===== src/rtl/fraction_normalizer.sv =====
// Normalizes a 13-bit sign-magnitude fraction product into a 7-bit sign/mantissa plus left-shift count.
// Define FNORM_ROUND_EN for round-half-up; otherwise the mantissa is truncated.
module fraction_normalizer (
   input  logic        clk,
   input  logic        rst,
   input  logic        start,
   input  logic [12:0] prod,
   output logic [6:0]  frac,
   output logic [3:0]  exp,
   output logic        zero,
   output logic        busy,
   output logic        done
);

   // start is sampled only in IDLE; busy = state != IDLE; done = state == DONE.
   typedef enum logic [1:0] {IDLE, SHIFT, ROUND, DONE} state_t;

   state_t      state, state_nxt;
   logic [11:0] mag;
   logic        sign;
   logic [3:0]  cnt;
   logic        norm;
   logic [5:0]  mant_rnd;
   logic [3:0]  exp_rnd;

   // Leading one reached, nothing to find, or the count limit hit.
   assign norm = (mag == 12'd0) || mag[11] || (cnt == 4'd11);

   always_ff @(posedge clk) begin
      if (rst) state <= IDLE;
      else     state <= state_nxt;
   end

   always_comb begin
      state_nxt = state;
      case (state)
         IDLE:    if (start) state_nxt = SHIFT;
         SHIFT:   if (norm) state_nxt = ROUND;
         ROUND:   state_nxt = DONE;
         DONE:    state_nxt = IDLE;
         default: state_nxt = IDLE;
      endcase
   end

   assign busy = (state != IDLE);
   assign done = (state == DONE);

   always_ff @(posedge clk) begin
      if (rst) begin
         mag  <= 12'd0;
         sign <= 1'b0;
         cnt  <= 4'd0;
      end else if (state == IDLE && start) begin
         mag  <= prod[11:0];
         sign <= prod[12];
         cnt  <= 4'd0;
      end else if (state == SHIFT && !norm) begin
         mag  <= {mag[10:0], 1'b0};
         cnt  <= cnt + 4'd1;
      end
   end

`ifdef FNORM_ROUND_EN
   logic [6:0] sum;

   always_comb begin
      sum      = {1'b0, mag[11:6]} + {6'd0, mag[5]};
      mant_rnd = sum[5:0];
      exp_rnd  = cnt;
      if (sum[6]) begin
         // A carry out means the value rounded up to the next power of two.
         if (cnt != 4'd0) begin
            mant_rnd = 6'b100000;
            exp_rnd  = cnt - 4'd1;
         end else begin
            mant_rnd = 6'b111111;
            exp_rnd  = 4'd0;
         end
      end
   end
`else
   always_comb begin
      mant_rnd = mag[11:6];
      exp_rnd  = cnt;
   end
`endif

   always_ff @(posedge clk) begin
      if (rst) begin
         frac <= 7'd0;
         exp  <= 4'd0;
         zero <= 1'b0;
      end else if (state == ROUND) begin
         if (mag == 12'd0) begin
            frac <= 7'd0;
            exp  <= 4'd0;
            zero <= 1'b1;
         end else begin
            frac <= {sign, mant_rnd};
            exp  <= exp_rnd;
            zero <= 1'b0;
         end
      end
   end

endmodule


===== config.mk =====
export PLATFORM = sky130hd
export DESIGN_NAME = fraction_normalizer
export DESIGN_NICKNAME = d
export VERILOG_FILES = /design/src/rtl/fraction_normalizer.sv
export SDC_FILE = /design/constraint.sdc
export NUM_CORES = 1
export LEC_CHECK = 0
export BUFFER_PORTS_ARGS = -buffer_cell sky130_fd_sc_hd__buf_2
export CORE_ASPECT_RATIO = 1.2
export CORE_MARGIN = 10
export CORE_UTILIZATION = 31
export DETAILED_ROUTE_END_ITERATION = 10
export PLACE_DENSITY = 0.52
export SYNTH_ARGS = -nofsm -noshare
export SYNTH_HDL_FRONTEND = slang
export SYNTH_SLANG_ARGS = --single-unit

===== constraint.sdc =====
create_clock -name clk -period 3.6 [get_ports clk]
set_input_delay 0.72 -clock clk [delete_from_list [all_inputs] [get_ports clk]]
set_output_delay 0.72 -clock clk [all_outputs]
set_load 0.01 [all_outputs]

==> results of run 1 <==
[metrics by stage]
step           area, sq um  utilization (%)  worst slack [ns]
6_report              1684            38.92             1.645
5_1_grt               1684            38.92             1.508
4_1_cts               1684            38.92             1.630
3_5_place_dp          1567            36.21             1.655
3_3_place_gp          1567            36.21             1.705
2_1_floorplan         1399                -             2.027
[state kept, by name (all words and copies together) (netlist names)]
| register | flops |
|---|---|
| cnt | 4 |
| exp | 4 |
| frac | 7 |
| mag | 12 |
| sign | 1 |
| state | 2 |
| zero | 1 |
[final cells by class]
class                           count  area, sq um
Fill cell                         451         2643
Multi-Input combinational cell    117        711.9
Sequential cell                    31        620.6
Timing Repair Buffer               29        145.1
Clock buffer                        6        82.58
Tap cell                           56        70.07
Clock inverter                      2        35.03
Inverter                            5        18.77
[logic make-up (layout without fill, tap and decap cells)]
group,Yosys count,count (layout)
compound gates,35,35
fa+ha+maj,6,6
buf+inv,14,42
flops,31,31
mux,8,8
simple gates,68,68
[worst max-delay path, cell delays in order, from the launching register on]
cell	delay, ns
dfxtp_1	0.39
inv_1	0.10
ha_1	0.23
inv_1	0.09
buf_2	0.14
[cells in the final DEF, fill, tap and decap left out, types with 2 or more instances in the layout]
| cell | count |
|---|---|
| a311oi_1 | 9 |
| nand2_1 | 29 |
| mux2i_1 | 8 |
| o21ai_0 | 2 |
| o21ai_1 | 3 |
| nand3_1 | 6 |
| nor3_1 | 2 |
| nor2_1 | 18 |
| buf_2 | 29 |
| nand2b_1 | 4 |
| ha_1 | 6 |
| clkbuf_8 | 6 |
| dfxtp_1 | 31 |
| inv_1 | 5 |
| nor4_1 | 3 |
| a21oi_1 | 11 |
[power by group]
group	internal (mW)	leakage (nW)	switching (mW)	total [mW]
combinational	0.154	0.356	0.265	0.419
sequential	0.415	0.253	0.0687	0.484
clock	0.224	0.0612	0.132	0.356
[path summary, 6_finish.rpt]
kind	endpoint	slack [ns]	cells past startpoint
setup / recovery	busy	1.65	4
hold / removal	frac[6]	0.46	2
setup reg to reg	mag[8]	1.69	6
hold reg to reg	frac[6]	0.46	2
[routing by layer]
layer	share of wire (%)	wire, um	vias to the layer above
met1	41	1470	576
li1	-	-	619
met2	51	1839	25
met4	1.3	48	0
met3	6.9	250	5
met5	0	0	-
==> flow_summary.ini, run 1 <==
[die]
core_area_sq_um = 4327
die_h_um = 93.59
num_rows = 26
die_area_sq_um = 7610
die_w_um = 81.32
io_pins = 30
start_util_pct = 32.33

[global_route]
first_global_vias = 1216
use_met1_pct = 10.78
grt_busiest_layer = met2
grt_pass1_wl_um = 6065
gr-usage-met2_pct = 17.22
grt.overflow.total = 0
track_usage_pct = 10.17
grt_util_met3_pct = 4.693
antenna_found_initial = 0
grt_max_degree = 31

[power]
worst_ir_drop_vdd_v = 0.0003514
total_power_mw = 1.258
p_per_area_nw_per_um2 = 746.9
p_leak_nw = 0.6699

[worst_setup_path]
r2r_start = state[1]
cp-end-kind = output pin
critPathKind = reg -> out
critPathLaunch = state[0]
cp_max_fo = 4
startpoint_type = flip-flop
worst_ep_arrival_time_ns = 1.23
critPathRequiredTime_ns = 2.88

[route]
num_vias = 1225
vias_per_cell = 4.980
first_iter_violations = 86
first_pass_iters = 4
wirelength_um = 3608
routedWlPerCell_um = 14.67
antenna_left = 0
drc = 0

[run]
maxCapViolCount = 0

[timing]
rsz0062_at_grt = no
setup_tns_ns = 0
relSlewSlack_pct = 46.81
finClkSkew_ns = 0.004615
worst_slew_pin_slew_ns = 0.7960
min_period_over_period_pct = 54.30
finalCriticalPeriod_ns = 1.955
setup_viol = 0
timing.fmax_mhz = 511.6
drv_slew = 0
hold_viol_final = 0
hold_ws_ns = 0.4598

[place]
finalWeightedCongestion = 0.7085
dpl.cell_count = 238
portBuffers = 29
hpwl_um = 2668

[yosys]
synth_compound_area_share_pct = 18.43
ys_seq_elements = 31
yosysWarnings = 0
synth_top_cell_by_area = dfxtp_1
muxShareOfSynthArea_pct = 5.725
synth_xor_area_share_pct = 0
synth_area_sq_um = 1399
yosysSeqAreaShare_pct = 44.36
synth_edf_count = 0
postSynthCellCount = 162
avgSynthCellArea_sq_um = 8.635
yosys.cell_count.top_type = dfxtp_1
synth_nets = 184
dominantRegCellSynth = dfxtp_1
synth_top_family_by_area = simple AND/OR/NAND/NOR gates
synth_fa_ha_area_share_pct = 5.367
synth_area_leaders = dfxtp_1 44%, nand2_1 7.8%, mux2i_1 5.7%
synth_simple_gate_area_share_pct = 21.38
synth_top_area_share_pct = 44.36
ys_types = 34
synth-async-reset-ratio_pct = 0
synthTopCellsByCount = 31 x dfxtp_1, 29 x nand2_1, 18 x nor2_1

[clock_tree]
cts.clk_slew.worst_paths_ns = 0.07
hold_buffers = 0
cts-root-buf = clkbuf_8
clk_path_buf_depth = 2
ctsResizeCount = 0
numCtsBuffers = 5
cts_tree = built
clk_latency_ns = 0.29
htreeDepth = 2
cts.sinks = 31
cts_setup_buffers = 0

[finish]
nets = 211
drive_gt1_share_pct = 21.05
finalNonFillerCells = 246
diodes = 0
syn2layout_area_growth_pct = 20.39

[min_path]
min_path_type = reg -> reg
min_from = sign

[outcome]
status = complete, no violations
Note: power is estimated with default switching activity, not from simulation.
==> run 2, diff against run 1 <==
ABC_AREA = 1   (was unset)
PLACE_DENSITY = 0.54   (was 0.52)
clock period = 1.6 ns   (was 3.6 ns; I/O delays follow)
==> run 2 against run 1 <==
Compared with the run above:
- design area up 5.2%
- sequential cell count unchanged
- via count up 9.3%
- register-to-register slack worse by 1.5 ns
- routed wire length down 0.69%
- largest power group is now combinational cells
- sequential share of layout area down 1.8 points
- count of clock-buffer cells in the layout unchanged
- first-iteration DRC count down 1.2%
==> flow_summary.ini, run 2 <==
[route]
drc = 0
first_iter_violations = 85
wirelength_um = 3583
first_pass_iters = 4
routedWlPerCell_um = 12.19
antenna_left = 0
num_vias = 1339
vias_per_cell = 4.554

[die]
die_h_um = 94.37
start_util_pct = 31.56
die_area_sq_um = 7736
io_pins = 30
core_area_sq_um = 4527
die_w_um = 81.98
num_rows = 27

[clock_tree]
clk_path_buf_depth = 2
cts_tree = built
cts_setup_buffers = 0
cts-root-buf = clkbuf_8
clk_latency_ns = 0.28
cts.clk_slew.worst_paths_ns = 0.06
cts.sinks = 31
htreeDepth = 2
numCtsBuffers = 5
hold_buffers = 0

[worst_setup_path]
critPathLaunch = state[0]
cp_cell_sequence = inv_1 -> ha_1 -> inv_1 -> buf_2
worst_ep_arrival_time_ns = 1.16
max_stage_delay_ns = 0.38
critPathRequiredTime_ns = 1.28
r2r_setup_slack_ns = 0.17
reg2reg_depth = 8
crit_path_frequent_cell = inv_1
cp-end-kind = output pin
crit_slowest_cell = dfxtp_1
critPathKind = reg -> out
startpoint_type = flip-flop
worstReg2RegEnd = mag[4]
cp_max_fo = 4
r2r_start = cnt[0]

[finish]
final_common_cell = nand2_1
drive_gt1_share_pct = 21.61
top_regs = mag (12), frac (7)
largest_reg_flops = 12
diodes = 0
finalNonFillerCells = 294
nets = 258
fin_area_sq_um = 1772
layout_common_cells = 54 x nand2_1, 31 x dfxtp_1, 29 x buf_2
syn2layout_area_growth_pct = 23.99
regMostFlops = mag
fin_util_pct = 39.14

[min_path]
hold_end = exp[1]
min_from = rst
hold_depth = 2
min_path_type = in -> reg

[timing]
finClkSkew_ns = 0.003067
min_period_over_period_pct = 92.23
rsz0062_at_grt = no
drv_slew = 0
worst_slew_pin_slew_ns = 0.2695
finalCriticalPeriod_ns = 1.476
hold_ws_ns = 0.2762
timing.fmax_mhz = 677.6
relSlewSlack_pct = 81.92
setup_viol = 0
setup_tns_ns = 0
hold_viol_final = 0
fin_ws_ns = 0.1243

[yosys]
synth_top_cell_by_area = dfxtp_1
synth-async-reset-ratio_pct = 0
yosysWarnings = 0
yosys.cell_count.top_type = nand2_1
synth_edf_count = 0
synthTopCellsByCount = 54 x nand2_1, 31 x dfxtp_1, 25 x a21oi_1, 25 x nand3_1, 17 x nor2_1
ys_types = 20
synth_nets = 223
avgSynthCellArea_sq_um = 7.109
postSynthCellCount = 201
yosysSeqAreaShare_pct = 43.43
ys_seq_elements = 31
synth_area_sq_um = 1429
synth_top_area_share_pct = 43.43
synth_area_leaders = dfxtp_1 43%, nand2_1 14%, a21oi_1 8.8%
dominantRegCellSynth = dfxtp_1

[power]
total_power_mw = 3.053
p_comb_share_pct = 45.5
pwr-share-clk_pct = 20.0
p_leak_nw = 0.7986
p_sw_share_pct = 41.87
switching_power_mw = 1.278
p_per_area_nw_per_um2 = 1723
power.internal_mw = 1.775
power_frac_seq_pct = 34.4
worst_ir_drop_vdd_v = 0.0008888

[place]
hpwl_um = 2662
dpl_cell_area_sq_um = 1670
pre_cts_ws_ns = 0.1174
finalWeightedCongestion = 0.7649
portBuffers = 29
dpl.cell_count = 287

[global_route]
antenna_found_initial = 0
first_global_vias = 1356
grt_pass1_wl_um = 6009
grt.overflow.total = 0
grt_max_degree = 22
track_usage_pct = 9.870

[outcome]
status = complete, no violations

[run]
maxCapViolCount = 0
[run 2: cell count changes in the layout (fill, tap and decap cells not counted), moves of 4 or more]
| cell | previous run | this run |
|---|---|---|
| o21ai_0 | 2 | 12 |
| inv_1 | 5 | 11 |
| buf_4 | 0 | 6 |
| nand2b_1 | 4 | 0 |
| nand2_1 | 29 | 54 |
| a21oi_1 | 11 | 25 |
| nand3_1 | 6 | 25 |
| mux2i_1 | 8 | 0 |
| a311oi_1 | 9 | 0 |
[run 2: timing repair]
| item | CTS | global route |
|---|---|---|
| resized for setup | 0 | 2 |
| hold endpoints to repair | 0 | 0 |
| endpoints found under the setup margin | 0 | 10 |
[run 2: cell families (layout without fill, tap and decap cells)]
| group | count (synthesis) | count (layout) | synth area share (%) |
|---|---|---|---|
| flip-flops | 31 | 31 | 43.43 |
| AO/OA/AOI/OAI | 38 | 38 | 13.40 |
| AND/OR/NAND/NOR | 102 | 102 | 30.47 |
| XOR/XNOR | 1 | 1 | 0.6131 |
| buffers and inverters | 23 | 58 | 6.829 |
| adder cells (fa/ha/maj) | 6 | 6 | 5.254 |
[run 2: layer usage]
metal  up-vias  part of all wire [%]  GRT usage, %
met3         8                   5.1         2.376
met5         -                     0             0
met4         0                   2.5         6.392
li1        719                     -             -
met2        30                    45         15.45
met1       582                    47         11.70
[run 2: layout make-up]
type	count	area [sq um]
Fill cell	503	2755
Tap cell	58	72.57
Sequential cell	31	620.6
Multi-Input combinational cell	147	724.4
Clock buffer	6	82.58
Timing Repair Buffer	36	210.2
Clock inverter	1	5.005
Inverter	15	56.30
[run 2: worst max-delay path, delay by kind of cell, from the launching register on]
kind                       cells  cell delay, ns
adders and majority gates      1            0.21
DFF                            1            0.38
buffers and inverters          3            0.28
[run 2: worst max path at each step]
stage,end,cells after the start
global placement,mag[3],8
detailed placement,mag[2],8
CTS,mag[2],8
floorplan,mag[10],8
global route,mag[8],8
finish,busy,4
[run 2: power groups by stage]
stage          Combinational [mW]  Sequential, mW  Clock [mW]
2_1_floorplan               0.939            1.07           0
3_3_place_gp                 1.34            1.07           0
3_5_place_dp                 1.34            1.07           0
4_1_cts                      1.34            1.05       0.634
5_1_grt                      1.58            1.08       0.672
6_report                     1.39            1.05       0.611
==> run 3, diff against run 2 <==
GPL_TIMING_DRIVEN = 0   (was unset)
==> run 3 against run 2 <==
Compared with the run above:
- hold slack better by 0.0091 ns
- first-iteration DRC count down 35%
- via count up 1.5%
- clock power up 1%
- highest routed layer unchanged
==> flow_summary.ini, run 3 (synthesis gave the netlist of run 2 again) <==
[place]
hpwl_um = 2731
finalWeightedCongestion = 0.7870
portBuffers = 29

[global_route]
track_usage_pct = 10.09
grt_pass1_wl_um = 6113
first_global_vias = 1327
grt_max_degree = 11
grt.overflow.total = 0
antenna_found_initial = 0

[clock_tree]
hold_buffers = 0
numCtsBuffers = 5
clk_path_buf_depth = 2
clk_latency_ns = 0.29
cts.sinks = 31
cts-root-buf = clkbuf_8
cts_tree = built
cts.clk_slew.worst_paths_ns = 0.06
htreeDepth = 2

[worst_setup_path]
worstReg2RegEnd = exp[3]
r2r_start = state[0]
worst_ep_arrival_time_ns = 1.14
crit_path_frequent_cell = inv_1
endpoint = busy
crit_slowest_cell = dfxtp_2
r2r_setup_slack_ns = 0.14
cp_max_fo = 4
startpoint_type = flip-flop
max_stage_delay_ns = 0.36
reg2reg_depth = 5
critPathRequiredTime_ns = 1.28
critPathKind = reg -> out
cp_cell_sequence = inv_1 -> ha_1 -> inv_1 -> buf_2
critPathLaunch = state[0]
cp-end-kind = output pin

[timing]
relSlewSlack_pct = 64.15
setup_viol = 0
drv_slew = 0
timing.fmax_mhz = 686.8
min_period_over_period_pct = 91.01
hold_ws_ns = 0.2853
finClkSkew_ns = 0.003941
finalCriticalPeriod_ns = 1.456
hold_viol_final = 0
worst_slew_pin_slew_ns = 0.5378
rsz0062_at_grt = no

[die]
core_area_sq_um = 4527
io_pins = 30
die_w_um = 81.98
num_rows = 27
die_area_sq_um = 7736
die_h_um = 94.37
start_util_pct = 31.56

[power]
power.internal_mw = 1.744
switching_power_mw = 1.282
p_sw_share_pct = 42.37
p_leak_nw = 0.7946
p_per_area_nw_per_um2 = 1724
power_frac_seq_pct = 35.0
total_power_mw = 3.026
p_comb_share_pct = 44.6
pwr-share-clk_pct = 20.4
worst_ir_drop_vdd_v = 0.0007288

[finish]
seq_area_sq_um = 623.1
nets = 260
final_common_cell = nand2_1
drive_gt1_share_pct = 22.27
syn2layout_area_growth_pct = 22.85
layout_common_cells = 53 x nand2_1, 31 x buf_2, 29 x dfxtp_1
top_regs = mag (12), frac (7)
diodes = 0
regMostFlops = mag
multi_input_area_sq_um = 718.2
largest_reg_flops = 12
fillers = 509

[route]
num_vias = 1359
first_pass_iters = 4
antenna_left = 0
routedWlPerCell_um = 12.29
vias_per_cell = 4.591
drc = 0
first_iter_violations = 55
wirelength_um = 3637

[min_path]
min_from = prod[0]
min_path_type = in -> reg

[run]
maxCapViolCount = 0

[outcome]
status = complete, no violations
run 3: cell types whose count changed in the layout (fill, tap and decap cells not counted), sizes merged:
cell and delta:
clkbuf +4, buf -2
run 3: critical path, delay by kind of cell, from the launching register on:
kind       cells  cell delay, ns
flops          1            0.36
buf+inv        3            0.27
fa+ha+maj      1            0.22
run 3: how the worst min path moves through the flow:
stage                     cells after the start       to  slack (ns)
after floorplan                               2     sign        0.46
after global placement                        2  frac[1]        0.45
after detailed placement                      2  frac[1]        0.45
after CTS                                     3   mag[0]        0.28
after global routing                          3   mag[0]        0.28
final                                         3   mag[0]        0.29
run 3: timing repair:
item | CTS | global route
setup endpoints to repair | 6 | 13
gates resized for setup | 1 | 6
buffers inserted | 0 | 1
pin swaps | 0 | 0
run 3: layout make-up:
type / count / area share [%]
multi-input cells: 147 / 40.91
flip-flops and latches: 31 / 35.50
repair buffers: 30 / 8.696
clock buffers: 6 / 4.704
well taps: 58 / 4.134
inverters: 15 / 3.207
plain buffers: 8 / 2.566
clock inverters: 1 / 0.2851
run 3: through the flow:
| stage | utilization, % | worst slack [ns] | TNS, ns | instance area [sq um] | instances |
|---|---|---|---|---|---|
| 2_1_floorplan | - | 0.2184 | 0 | 1429 | 201 |
| 3_3_place_gp | 36.37 | -0.03867 | -0.1844 | 1647 | 288 |
| 3_5_place_dp | 36.37 | -0.06356 | -0.2545 | 1647 | 288 |
| 4_1_cts | 38.34 | 0.04082 | 0 | 1735 | 295 |
| 5_1_grt | 38.78 | 0.002820 | 0 | 1755 | 296 |
| 6_report | 38.78 | 0.1439 | 0 | 1755 | 296 |
run 3: per-layer routing:
layer | track usage (%) | wire [um]
met3 | 3.232 | 159
met2 | 16.95 | 1689
met5 | 0 | 0
met1 | 11.22 | 1702
met4 | 4.688 | 85
run 3: power by group through the flow:
stage               clock [mW]  sequential (mW)  combinational [mW]
finish                   0.619             1.06                1.35
global route             0.668             1.08                1.54
CTS                      0.635             1.05                1.33
detailed placement           0             1.07                1.32
global placement             0             1.07                1.31
floorplan                    0             1.07               0.939
